==> src/rtl/fetch_pkg.sv <==
// Shared definitions for the fetch stage: FSM states, the NOP encoding and
// the default reset PC.
package fetch_pkg;

   typedef enum logic [1:0] {
      ST_REQ  = 2'd0,
      ST_WAIT = 2'd1,
      ST_HOLD = 2'd2
   } fetch_state_e;

   localparam logic [31:0] NOP_INSTR        = 32'h0000_0013;
   localparam logic [31:0] DEFAULT_RESET_PC = 32'h0000_0000;

   function automatic logic [31:0] align_word(input logic [31:0] addr);
      return addr & 32'hFFFF_FFFC;
   endfunction

endpackage

==> src/rtl/fetch_pc_reg.sv <==
// Program counter with +4 increment and redirect load, plus the registered
// PC / PC+4 of the instruction currently captured for decode.
module fetch_pc_reg
   import fetch_pkg::*;
#(
   parameter logic [31:0] RESET_PC = DEFAULT_RESET_PC
) (
   input  logic        clk,
   input  logic        rst,
   input  logic        load,
   input  logic [31:0] load_pc,
   input  logic        capture,
   output logic [31:0] pc,
   output logic [31:0] out_pc,
   output logic [31:0] out_pc_plus4
);

   logic [31:0] pc_r;
   logic [31:0] out_pc_r;
   logic [31:0] out_pc_plus4_r;
   logic [31:0] pc_plus4_s;

   // Next sequential address; wraps naturally modulo 2^32.
   always_comb begin
      pc_plus4_s = pc_r + 32'd4;
   end

   // Redirect load wins over the increment that accompanies a capture.
   always_ff @(posedge clk or negedge rst) begin
      if (!rst) begin
         pc_r           <= RESET_PC;
         out_pc_r       <= RESET_PC;
         out_pc_plus4_r <= RESET_PC + 32'd4;
      end else begin
         if (load) begin
            pc_r <= align_word(load_pc);
         end else if (capture) begin
            pc_r <= pc_plus4_s;
         end else begin
            pc_r <= pc_r;
         end
         if (capture) begin
            out_pc_r       <= pc_r;
            out_pc_plus4_r <= pc_plus4_s;
         end else begin
            out_pc_r       <= out_pc_r;
            out_pc_plus4_r <= out_pc_plus4_r;
         end
      end
   end

   assign pc           = pc_r;
   assign out_pc       = out_pc_r;
   assign out_pc_plus4 = out_pc_plus4_r;

endmodule

==> src/rtl/instr_fetch.sv <==
// RISC-V fetch stage: one outstanding word read, registered hand-off to
// decode, and redirect handling that discards stale responses.
module instr_fetch
   import fetch_pkg::*;
#(
   parameter logic [31:0] RESET_PC = DEFAULT_RESET_PC
) (
   input  logic        clk,
   input  logic        rst,
   output logic        imem_req_valid,
   input  logic        imem_req_ready,
   output logic [31:0] imem_req_addr,
   input  logic        imem_rsp_valid,
   input  logic [31:0] imem_rsp_data,
   input  logic        redirect_valid,
   input  logic [31:0] redirect_pc,
   output logic        out_valid,
   input  logic        out_ready,
   output logic [31:0] out_instr,
   output logic [31:0] out_pc,
   output logic [31:0] out_pc_plus4
);

   fetch_state_e state_r;
   fetch_state_e state_nxt_s;
   logic         kill_r;
   logic         kill_nxt_s;
   logic         req_valid_r;
   logic         out_valid_r;
   logic         out_valid_nxt_s;
   logic [31:0]  out_instr_r;
   logic         handshake_s;
   logic         capture_s;
   logic         load_s;
   logic [31:0]  pc_s;

   assign handshake_s = req_valid_r & imem_req_ready;

   // Next-state, kill tracking and PC control.
   always_comb begin
      state_nxt_s     = state_r;
      kill_nxt_s      = kill_r;
      out_valid_nxt_s = out_valid_r;
      capture_s       = 1'b0;
      load_s          = 1'b0;
      case (state_r)
         ST_REQ: begin
            // While kill is set no request is driven, so no new acceptance.
            if (kill_r) begin
               kill_nxt_s = ~imem_rsp_valid;
            end else begin
               kill_nxt_s = redirect_valid & handshake_s;
            end
            if (redirect_valid) begin
               load_s = 1'b1;
            end else if (handshake_s) begin
               state_nxt_s = ST_WAIT;
            end else begin
               state_nxt_s = ST_REQ;
            end
         end
         ST_WAIT: begin
            if (imem_rsp_valid) begin
               kill_nxt_s  = 1'b0;
               state_nxt_s = ST_REQ;
               if (redirect_valid) begin
                  load_s = 1'b1;
               end else if (!kill_r) begin
                  capture_s       = 1'b1;
                  out_valid_nxt_s = 1'b1;
                  state_nxt_s     = ST_HOLD;
               end else begin
                  capture_s = 1'b0;
               end
            end else if (redirect_valid) begin
               load_s     = 1'b1;
               kill_nxt_s = 1'b1;
            end else begin
               state_nxt_s = ST_WAIT;
            end
         end
         ST_HOLD: begin
            if (redirect_valid) begin
               load_s          = 1'b1;
               out_valid_nxt_s = 1'b0;
               state_nxt_s     = ST_REQ;
            end else if (out_ready) begin
               out_valid_nxt_s = 1'b0;
               state_nxt_s     = ST_REQ;
            end else begin
               state_nxt_s = ST_HOLD;
            end
         end
         default: begin
            state_nxt_s     = ST_REQ;
            kill_nxt_s      = 1'b0;
            out_valid_nxt_s = 1'b0;
         end
      endcase
   end

   // State, kill flag and registered handshake outputs.
   always_ff @(posedge clk or negedge rst) begin
      if (!rst) begin
         state_r     <= ST_REQ;
         kill_r      <= 1'b0;
         req_valid_r <= 1'b0;
         out_valid_r <= 1'b0;
         out_instr_r <= NOP_INSTR;
      end else begin
         state_r     <= state_nxt_s;
         kill_r      <= kill_nxt_s;
         req_valid_r <= (state_nxt_s == ST_REQ) & ~kill_nxt_s;
         out_valid_r <= out_valid_nxt_s;
         if (capture_s) begin
            out_instr_r <= imem_rsp_data;
         end else begin
            out_instr_r <= out_instr_r;
         end
      end
   end

   fetch_pc_reg #(
      .RESET_PC(RESET_PC)
   ) u_pc_reg (
      .clk          (clk),
      .rst          (rst),
      .load         (load_s),
      .load_pc      (redirect_pc),
      .capture      (capture_s),
      .pc           (pc_s),
      .out_pc       (out_pc),
      .out_pc_plus4 (out_pc_plus4)
   );

   assign imem_req_valid = req_valid_r;
   assign imem_req_addr  = pc_s;
   assign out_valid      = out_valid_r;
   assign out_instr      = out_instr_r;

endmodule

==> config.mk <==
export PLATFORM = sky130hd
export DESIGN_NAME = instr_fetch
export DESIGN_NICKNAME = d
export VERILOG_FILES = /design/src/rtl/fetch_pkg.sv /design/src/rtl/fetch_pc_reg.sv /design/src/rtl/instr_fetch.sv
export SDC_FILE = /design/constraint.sdc
export NUM_CORES = 1
export LEC_CHECK = 0
export CORE_ASPECT_RATIO = 1.1
export CORE_UTILIZATION = 45
export DETAILED_ROUTE_END_ITERATION = 12
export GPL_ROUTABILITY_DRIVEN = 0
export PLACE_DENSITY = 0.8
export SYNTH_ARGS = -nofsm -noshare
export SYNTH_HDL_FRONTEND = slang
export SYNTH_SLANG_ARGS = --single-unit
==> constraint.sdc <==
create_clock -name clk -period 2.75 [get_ports clk]
set_input_delay 0.55 -clock clk [delete_from_list [all_inputs] [get_ports clk]]
set_output_delay 0.55 -clock clk [all_outputs]
set_load 0.02 [all_outputs]
==> out/summary.txt <==
CTS Hold Buffers Added - 0
Met2 usage - 43.75%
Most common cell after layout, fill and taps aside - nand2_1
Worst vdd ir - 514.4 uV
Via count - 5,199
HPWL Detailed - 11,280 um
Max Slew Vio Count - 0
Synth Register Bits - 127
Nets - 875
Leakage - 3.727 nW
Die X - 108.4 um
Largest net degree at the start of global routing - 66
DRT Pass-1 Iters - 5
Actual slew at the worst max-slew pin - 0.8648 ns
DIE AREA - 12,910 um^2
Vias/cell - 5.354
CTS Buffer Depth - 2
Met3 global-route usage - 6.349%
First-pass GRT wire length - 25,610 um
Synth Area per Inst - 9.148 um^2
Hold Violations, Final - 0
CORE AREA - 12,090 um^2
Iter 0 DRT Violations - 313
Layout cells sized above 1 - 7.834%
Register area share after synthesis - 56.76%
CP Class - flip-flop to flip-flop
Total grt overflow - 0
Cell Area, Synth - 5608 um^2
Distinct cells, synth - 47
Hold Path Class - input port to asynchronous set/reset pin
Fin crit share - 84.70%
Top-level I/O count - 200
Total power - 9.185 mW
Crit-path max FO - 6
GRT Total Usage - 25.96%
Maxcap violations - 0
Fmax - 0.4293 GHz
EDFF count, synth - 0
Vias in the first global route - 5,146
Outcome - finished, final reports clean
Final ANT Viol Nets - 0
RSZ-0062 raised after global routing - false
Wire per inst - 16.65 um
Element type at the critical path end - flip-flop
P&R area growth vs syn - 48.01%
Worst EP arrival - 2.59 ns
Post-layout min period - 2.329 ns
Clk_skew - 0.009472 ns
Number of warnings issued by yosys - 0
Post-CTS Resized - 0
GR Util met1 - 31.23%
Worst Reg2Reg Path Length in Cells - 5
Initial Utilization - 46.40%
Initial antenna violation count - 0
Grt peak-use layer - met2
Startpoint types - flip-flop
Sink Count - 127
DRT Wirelength - 16,170 um
H-tree depth - 4
Most frequent cells in the layout - 238 x nand2_1, 190 x clkdlybuf4s50_1, 123 x dfrtp_1
Die height - 119.1 um
Crit path required time - 3.01 ns
CTS tree - done
Clock latency on the worst-skew pair - 0.41 ns
Commonest register cell after synthesis - dfrtp_1
Worst R2R Start - u_pc_reg.pc[3]
FP Rows - 42
Async S/R FF share, synth - 100.0%
Setup TNS - 0 ns
Final-report setup violation count - 0
Post-CTS Setup Bufs - 0
Slew headroom - 42.13%
Count of input and output buffers - 191
Clock transition at path regs - 0.06 ns
PwrDens - 1107 nW/um^2
R2R Setup Slk - 0.42 ns
Total CTS buffers - 17
Synthesized instance count - 613
ANT cells - 0
DRC - 0
Fillers - 938
Clk root buf - clkbuf_16
Worst r2r dst - u_pc_reg.pc[18]
==> power by group <==
part | switching (mW) | leakage (nW) | internal [mW] | total (mW)
logic | 2.03 | 1.87 | 1.78 | 3.81
registers | 0.585 | 1.59 | 2.65 | 3.23
clock network | 0.810 | 0.270 | 1.33 | 2.14
total | 3.42 | 3.73 | 5.76 | 9.18
==> layout make-up <==
class | instances | area, um^2 | share of cell area (%)
repair buffers | 206 | 2063 | 24.86
clock inverters | 10 | 87.58 | 1.055
well taps | 154 | 192.7 | 2.321
multi-input cells | 445 | 2263 | 27.27
flip-flops and latches | 127 | 3183 | 38.35
inverters | 7 | 26.28 | 0.3166
clock buffers | 22 | 484.2 | 5.834
==> cells in the mapped netlist, types with 3 or more instances <==
library cell | count | area [um^2]
and3_1 | 4 | 25.02
buf_1 | 6 | 22.52
o21ai_1 | 4 | 20.02
nor4_1 | 7 | 43.79
nor2_1 | 15 | 56.30
dfrtp_1 | 123 | 3078
o21ai_0 | 53 | 265.3
dfstp_2 | 4 | 105.1
o311ai_0 | 3 | 26.28
clkbuf_1 | 23 | 86.33
xor2_1 | 10 | 87.58
xnor2_1 | 17 | 148.9
nand4_1 | 7 | 43.79
a32oi_1 | 3 | 26.28
nand2_1 | 238 | 893.4
o211ai_1 | 3 | 22.52
a22oi_1 | 15 | 112.6
a21oi_1 | 8 | 40.04
buf_4 | 6 | 45.04
nor3_1 | 7 | 35.03
nand3_1 | 13 | 65.06
a221o_1 | 5 | 50.05
inv_1 | 7 | 26.28
buf_2 | 3 | 15.01
==> per-layer routing <==
layer / share of wire (%) / vias up
met4: 2.9 / 0
li1: - / 2423
met2: 51 / 190
met3: 6.1 / 38
met5: 0 / -
met1: 40 / 2548
==> flip-flops by register name, indices dropped and copies added, names as in the netlist <==
register,flops
u_pc_reg.out_pc_plus4,30
u_pc_reg.out_pc,30
kill_r,1
out_instr,32
imem_req_valid,1
state_r,2
u_pc_reg.pc,30
out_valid,1
==> critical path, stage by stage (launching register included) <==
cell and delay (ns):
dfrtp_1 0.44, ha_1 0.26, nand2_1 0.20, or4_4 0.67, o311ai_0 0.44, o311ai_1 0.17
==> kinds of logic after synthesis <==
logic type      after synthesis  synth area share (%)
simple gates                308                 23.87
flops                       127                 56.76
compound gates              103                 11.29
buf+inv                      46                 3.570
xor+xnor                     27                 4.217
fa+ha+maj                     1                0.2231
other cells                   1               0.06687
==> worst max-delay path by stage <==
stage	to	slack, ns	startpoint	depth (start not counted)
floorplan	u_pc_reg.out_pc_plus4[28]	0.60	u_pc_reg.pc[2]	6
global placement	u_pc_reg.pc[7]	0.39	redirect_valid	7
detailed placement	u_pc_reg.pc[9]	0.36	redirect_valid	7
CTS	u_pc_reg.pc[18]	0.39	u_pc_reg.pc[3]	5
global route	u_pc_reg.pc[18]	0.23	u_pc_reg.pc[3]	5
finish	u_pc_reg.pc[18]	0.42	u_pc_reg.pc[3]	5
==> through the flow <==
step           utilization (%)  hold slack (ns)  worst slack [ns]  cells  instance area, um^2
6_report                 68.67          0.04537            0.4207    971                 8300
3_5_place_dp             63.94           0.4506            0.3550    939                 7729
3_3_place_gp             63.94           0.4480            0.3871    939                 7729
4_1_cts                  68.67          0.04647            0.3929    971                 8300
2_1_floorplan                -           0.2544            0.5984    618                 5627
5_1_grt                  68.67          0.06635            0.2297    971                 8300
No activity file was read; power rests on OpenSTA's default activity.
==> patch 1 (same settings) <==
The 3 states of `fetch_state_e` get a one-hot encoding in 3 bits.
--- a/src/rtl/fetch_pkg.sv
+++ b/src/rtl/fetch_pkg.sv
@@ -2,10 +2,10 @@
 // the default reset PC.
 package fetch_pkg;
 
-   typedef enum logic [1:0] {
-      ST_REQ  = 2'd0,
-      ST_WAIT = 2'd1,
-      ST_HOLD = 2'd2
+   typedef enum logic [2:0] {
+      ST_REQ  = 3'b001,
+      ST_WAIT = 3'b010,
+      ST_HOLD = 3'b100
    } fetch_state_e;
 
    localparam logic [31:0] NOP_INSTR        = 32'h0000_0013;
Formal check against the unedited RTL: same outputs for any inputs over 4 cycles, from zero or initial values and one cycle with rst low; so few cycles prove little.
==> patch 1 against the unedited design <==
- via count increased by 3.0%
- sequential cell count increased by 1
- design area increased by 2.1%
- setup slack got worse by 0.017 ns
- synthesized area increased by 3.1%
- die area increased by 3.0%
- critical path depth increased by 2
- routed wire length increased by 0.74%
- total power decreased by 13%
- utilization decreased by 1.3 points
- sequential power decreased by 7.4%
- highest routed layer unchanged
==> patch 1: results (changes against the unedited design) <==
qor: run_status.status completed [unchanged]
qor: global_routing.grt.met3_usage 7.787% [was 6.349%]
qor: power.seq-power 2.99 mW [was 3.23 mW]
qor: global_routing.grtUsageTotal 25.07% [was 25.96%]
qor: worst_setup_path.worst-endpoint-arrival 2.62 ns [was 2.59 ns]
qor: global_routing.via_count_of_the_first_global_routing_pass 5235 [was 5146]
qor: timing.finalClockSkew 0.01182 ns [was 0.009472 ns]
qor: global_routing.global_route_wire_length_before_repair 25590 microns [was 25610 microns]
qor: global_routing.met2_usage_grt 40.82% [was 43.75%]
qor: place.placed_cells 978 [was 939]
qor: drt.drt-total-wl 16290 microns [was 16170 microns]
qor: timing.hold_ws 0.03734 ns [was 0.04537 ns]
qor: synth.post_synth_main_area_contributors dfrtp_1 53%, nand2_1 16%, o21ai_0 4.7%, xnor2_1 2.4%, dfstp_2 2.3% [was dfrtp_1 55%, nand2_1 16%, o21ai_0 4.7%, xnor2_1 2.7%, a22oi_1 2.0%]
qor: drt.first_pass_iters 6 [was 5]
qor: global_routing.grt.met1_usage 30.70% [was 31.23%]
qor: synth.post_synth_fa_ha_maj_area_fraction 0.2165% [was 0.2231%]
qor: floorplan.core_region_area 12590 sq um [was 12090 sq um]
qor: global_routing.pin_count_of_the_biggest_net_entering_global_routing 76 [was 66]
qor: drt.drtIter0Drc 465 [was 313]
qor: final_layout.drive_gt1_share 6.800% [was 7.834%]
qor: power.clock_power_share 26.7% [was 23.3%]
qor: synth.post_synth.cell_area_avg 8.852 sq um [was 9.148 sq um]
qor: synth.synth.area.mux_share 0.1732% [was 0%]
qor: place.hpwlAfterDp 11350 microns [was 11280 microns]
qor: worst_setup_path.regToRegStartpoint u_pc_reg.pc[7] [was u_pc_reg.pc[3]]
qor: power.switching_share 35.13% [was 37.26%]
qor: synth.synth-compound-area-share 10.58% [was 11.29%]
qor: worst_setup_path.cp_max_fo 75 [was 6]
qor: drt.routedWlPerCell 16.13 microns [was 16.65 microns]
qor: drt.route.vias.total 5355 [was 5199]
qor: drt.wl_met1 6563 microns [was 6486 microns]
qor: power.peakVddDrop 0.0004665 V [was 0.0005144 V]
qor: drt.routed-wl-met2 7857 microns [was 8229 microns]
qor: synth.synth_sequential_area_ratio 55.52% [was 56.76%]
qor: drt.met3WireLength 1517 microns [was 982 microns]
qor: power.power_density 947.4 nW/um^2 [was 1107 nW/um^2]
qor: worst_setup_path.r2r_end u_pc_reg.pc[20] [was u_pc_reg.pc[18]]
patch 1: cell types whose count changed after synthesis, sizes merged, moves of 3 or more:
cell / change
and3: +3
a22oi: -8
nor4: -5
nand3: +11
clkbuf: +10
nor2: +13
o21ai: -4
or3: +5
nand4: +5
a31oi: +3
nand2b: +3
patch 1: final cells by class:
class                      instances  share of cell area, %
sequential                       128                  37.85
multi-input combinational        477                  28.04
timing repair buffer             211                  24.93
clock buffer                      25                  5.608
tap                              157                  2.317
clock inverter                     7                  1.033
inverter                           5                 0.2214
patch 1: kinds of logic after synthesis:
| logic type | Yosys count |
|---|---|
| compound gates | 99 |
| simple gates | 342 |
| flops | 128 |
| other cells | 1 |
| xor+xnor | 28 |
| buf+inv | 53 |
| mux | 1 |
| fa+ha+maj | 1 |
patch 1: critical path: stages:
cell	delay, ns
clkdlybuf4s50_1	0.53
nor3b_1	0.50
and3_2	0.34
buf_12	0.32
nor3b_1	0.10
a21oi_1	0.15
o21ai_0	0.10
patch 1: worst max path at each step:
| stage | start | end | slack, ns | cells after the start |
|---|---|---|---|---|
| floorplan | u_pc_reg.pc[11] | u_pc_reg.pc[20] | 0.58 | 7 |
| global placement | imem_rsp_valid | u_pc_reg.pc[27] | 0.14 | 7 |
| detailed placement | imem_rsp_valid | u_pc_reg.pc[11] | 0.02 | 7 |
| CTS | imem_rsp_valid | u_pc_reg.pc[23] | 0.43 | 7 |
| global route | u_pc_reg.pc[2] | u_pc_reg.pc[30] | 0.26 | 7 |
| finish | imem_rsp_valid | u_pc_reg.pc[23] | 0.40 | 7 |
patch 1: metrics by stage:
step | cell area (sq um) | setup slack [ns]
after floorplan | 5799 | 0.5779
after global placement | 7915 | 0.1363
after detailed placement | 7915 | 0.01643
after CTS | 8478 | 0.4280
after global routing | 8478 | 0.2586
final | 8478 | 0.4032
==> patch 2 (same flow settings) <==
Without the edit above. Reset style: synchronous (`rst`), changed in 2 clocked blocks.
--- a/src/rtl/fetch_pc_reg.sv
+++ b/src/rtl/fetch_pc_reg.sv
@@ -26,7 +26,7 @@
    end
 
    // Redirect load wins over the increment that accompanies a capture.
-   always_ff @(posedge clk or negedge rst) begin
+   always_ff @(posedge clk) begin
       if (!rst) begin
          pc_r           <= RESET_PC;
          out_pc_r       <= RESET_PC;
--- a/src/rtl/instr_fetch.sv
+++ b/src/rtl/instr_fetch.sv
@@ -100,7 +100,7 @@
    end
 
    // State, kill flag and registered handshake outputs.
-   always_ff @(posedge clk or negedge rst) begin
+   always_ff @(posedge clk) begin
       if (!rst) begin
          state_r     <= ST_REQ;
          kill_r      <= 1'b0;
Behaviour: differs if rst is asserted again (counterexample within 4 cycles, from zero or initial values and one cycle with rst low); with rst held inactive, the same outputs for 10 cycles.
==> patch 2 against the unedited design <==
- setup slack better by 0.066 ns
- routed wire length up 4.4%
- sequential cell count unchanged
- design area down 2.8%
- fmax up 2.9%
- synthesized area down 2.7%
- utilization up 0.61 points
- global-route usage up 1.4 points
- critical endpoint is now imem_req_addr[19]
- largest cell class is now multi-input gates
Power is not compared: it rests on default switching activity, and its combinational part moved more than twofold at a synthesized area within 25%.
==> patch 2: results (changes against the unedited design) <==
qor: final_layout.fillers 936 [was 938]
qor: synth.synth.area.mux_share 0.5959% [was 0%]
qor: final_layout.drive_gt1_share 7.433% [was 7.834%]
qor: place.placed_cells 981 [was 939]
qor: worst_setup_path.worst_path_max_delay_cell clkdlybuf4s50_1 [was or4_4]
qor: synth.dominantRegCellSynth dfxtp_1 [was dfrtp_1]
qor: global_routing.met2_usage_grt 45.52% [was 43.75%]
qor: hold_path.hold_class flip-flop to flip-flop [was primary input to asynchronous set/reset pin]
qor: global_routing.grtUsageTotal 27.35% [was 25.96%]
qor: drt.wl_met1 6930 microns [was 6486 microns]
qor: synth.synthTopCellsByCount 159 x nand2_1, 127 x dfxtp_1, 98 x a21oi_1 [was 238 x nand2_1, 123 x dfrtp_1, 53 x o21ai_0]
qor: worst_setup_path.worstRegToRegCells 6 [was 5]
qor: synth.ys_types 61 [was 47]
qor: synth.synth-async-reset-ratio 0% [was 100.0%]
qor: synth.synthXorXnorAreaFrac 3.530% [was 4.217%]
qor: worst_setup_path.top_family_by_delay_on_critical_path buffers and inverters [was simple AND/OR/NAND/NOR gates]
qor: worst_setup_path.cp_max_fo 10 [was 6]
qor: final_layout.final-instance-count-excl-fill 1011 [was 971]
qor: global_routing.grt.met1_usage 33.74% [was 31.23%]
qor: worst_setup_path.crit_path_max_incr_delay 0.73 ns [was 0.67 ns]
qor: run_status.status completed [unchanged]
qor: global_routing.pin_count_of_the_biggest_net_entering_global_routing 73 [was 66]
qor: final_layout.finish.net_count 921 [was 875]
qor: drt.drtIter0Drc 560 [was 313]
qor: drt.first_pass_iters 4 [was 5]
## patch 2: cell count changes in the layout (fill, tap and decap cells not counted), sizes merged, moves of 6 or more
cell	change
a21oi	+90
nand4	+7
and4	+8
o22ai	+7
nor2	+12
a22oi	-6
dfxtp	+127
o21ai	-26
a211oi	+6
nand2	-79
dfrtp	-123
## patch 2: path summary, 6_finish.rpt
check	from	endpoint	slack [ns]
min reg2reg	u_pc_reg.out_pc[9]	u_pc_reg.out_pc[9]	0.45
max	u_pc_reg.pc[19]	imem_req_addr[19]	0.49
min	u_pc_reg.out_pc[9]	u_pc_reg.out_pc[9]	0.45
max reg2reg	u_pc_reg.pc[4]	u_pc_reg.pc[29]	0.52
## patch 2: metrics by stage
| step | worst slack [ns] | utilization [%] | cell area (sq um) | power [mW] |
|---|---|---|---|---|
| 6_report | 0.4863 | 69.28 | 8068 | 4.606 |
| 5_1_grt | 0.4131 | 69.28 | 8068 | 4.768 |
| 4_1_cts | 0.4933 | 69.28 | 8068 | 4.635 |
| 3_5_place_dp | 0.2249 | 64.23 | 7480 | 2.398 |
| 3_3_place_gp | 0.3137 | 64.23 | 7480 | 2.389 |
| 2_1_floorplan | 0.8417 | - | 5478 | 2.171 |
## patch 2: layout make-up
class / count / share of cell area, %
inverter: 9 / 0.4342
clock inverter: 7 / 1.365
multi-input combinational: 484 / 32.26
timing repair buffer: 211 / 26.18
sequential: 127 / 31.51
tap: 150 / 2.326
clock buffer: 23 / 5.924
## patch 2: power breakdown
group / internal (mW) / leakage [nW] / switching, mW
logic: 0.215 / 1.51 / 0.204
clock network: 1.48 / 0.293 / 0.758
registers: 1.88 / 1.03 / 0.0656
total: 3.58 / 2.83 / 1.03
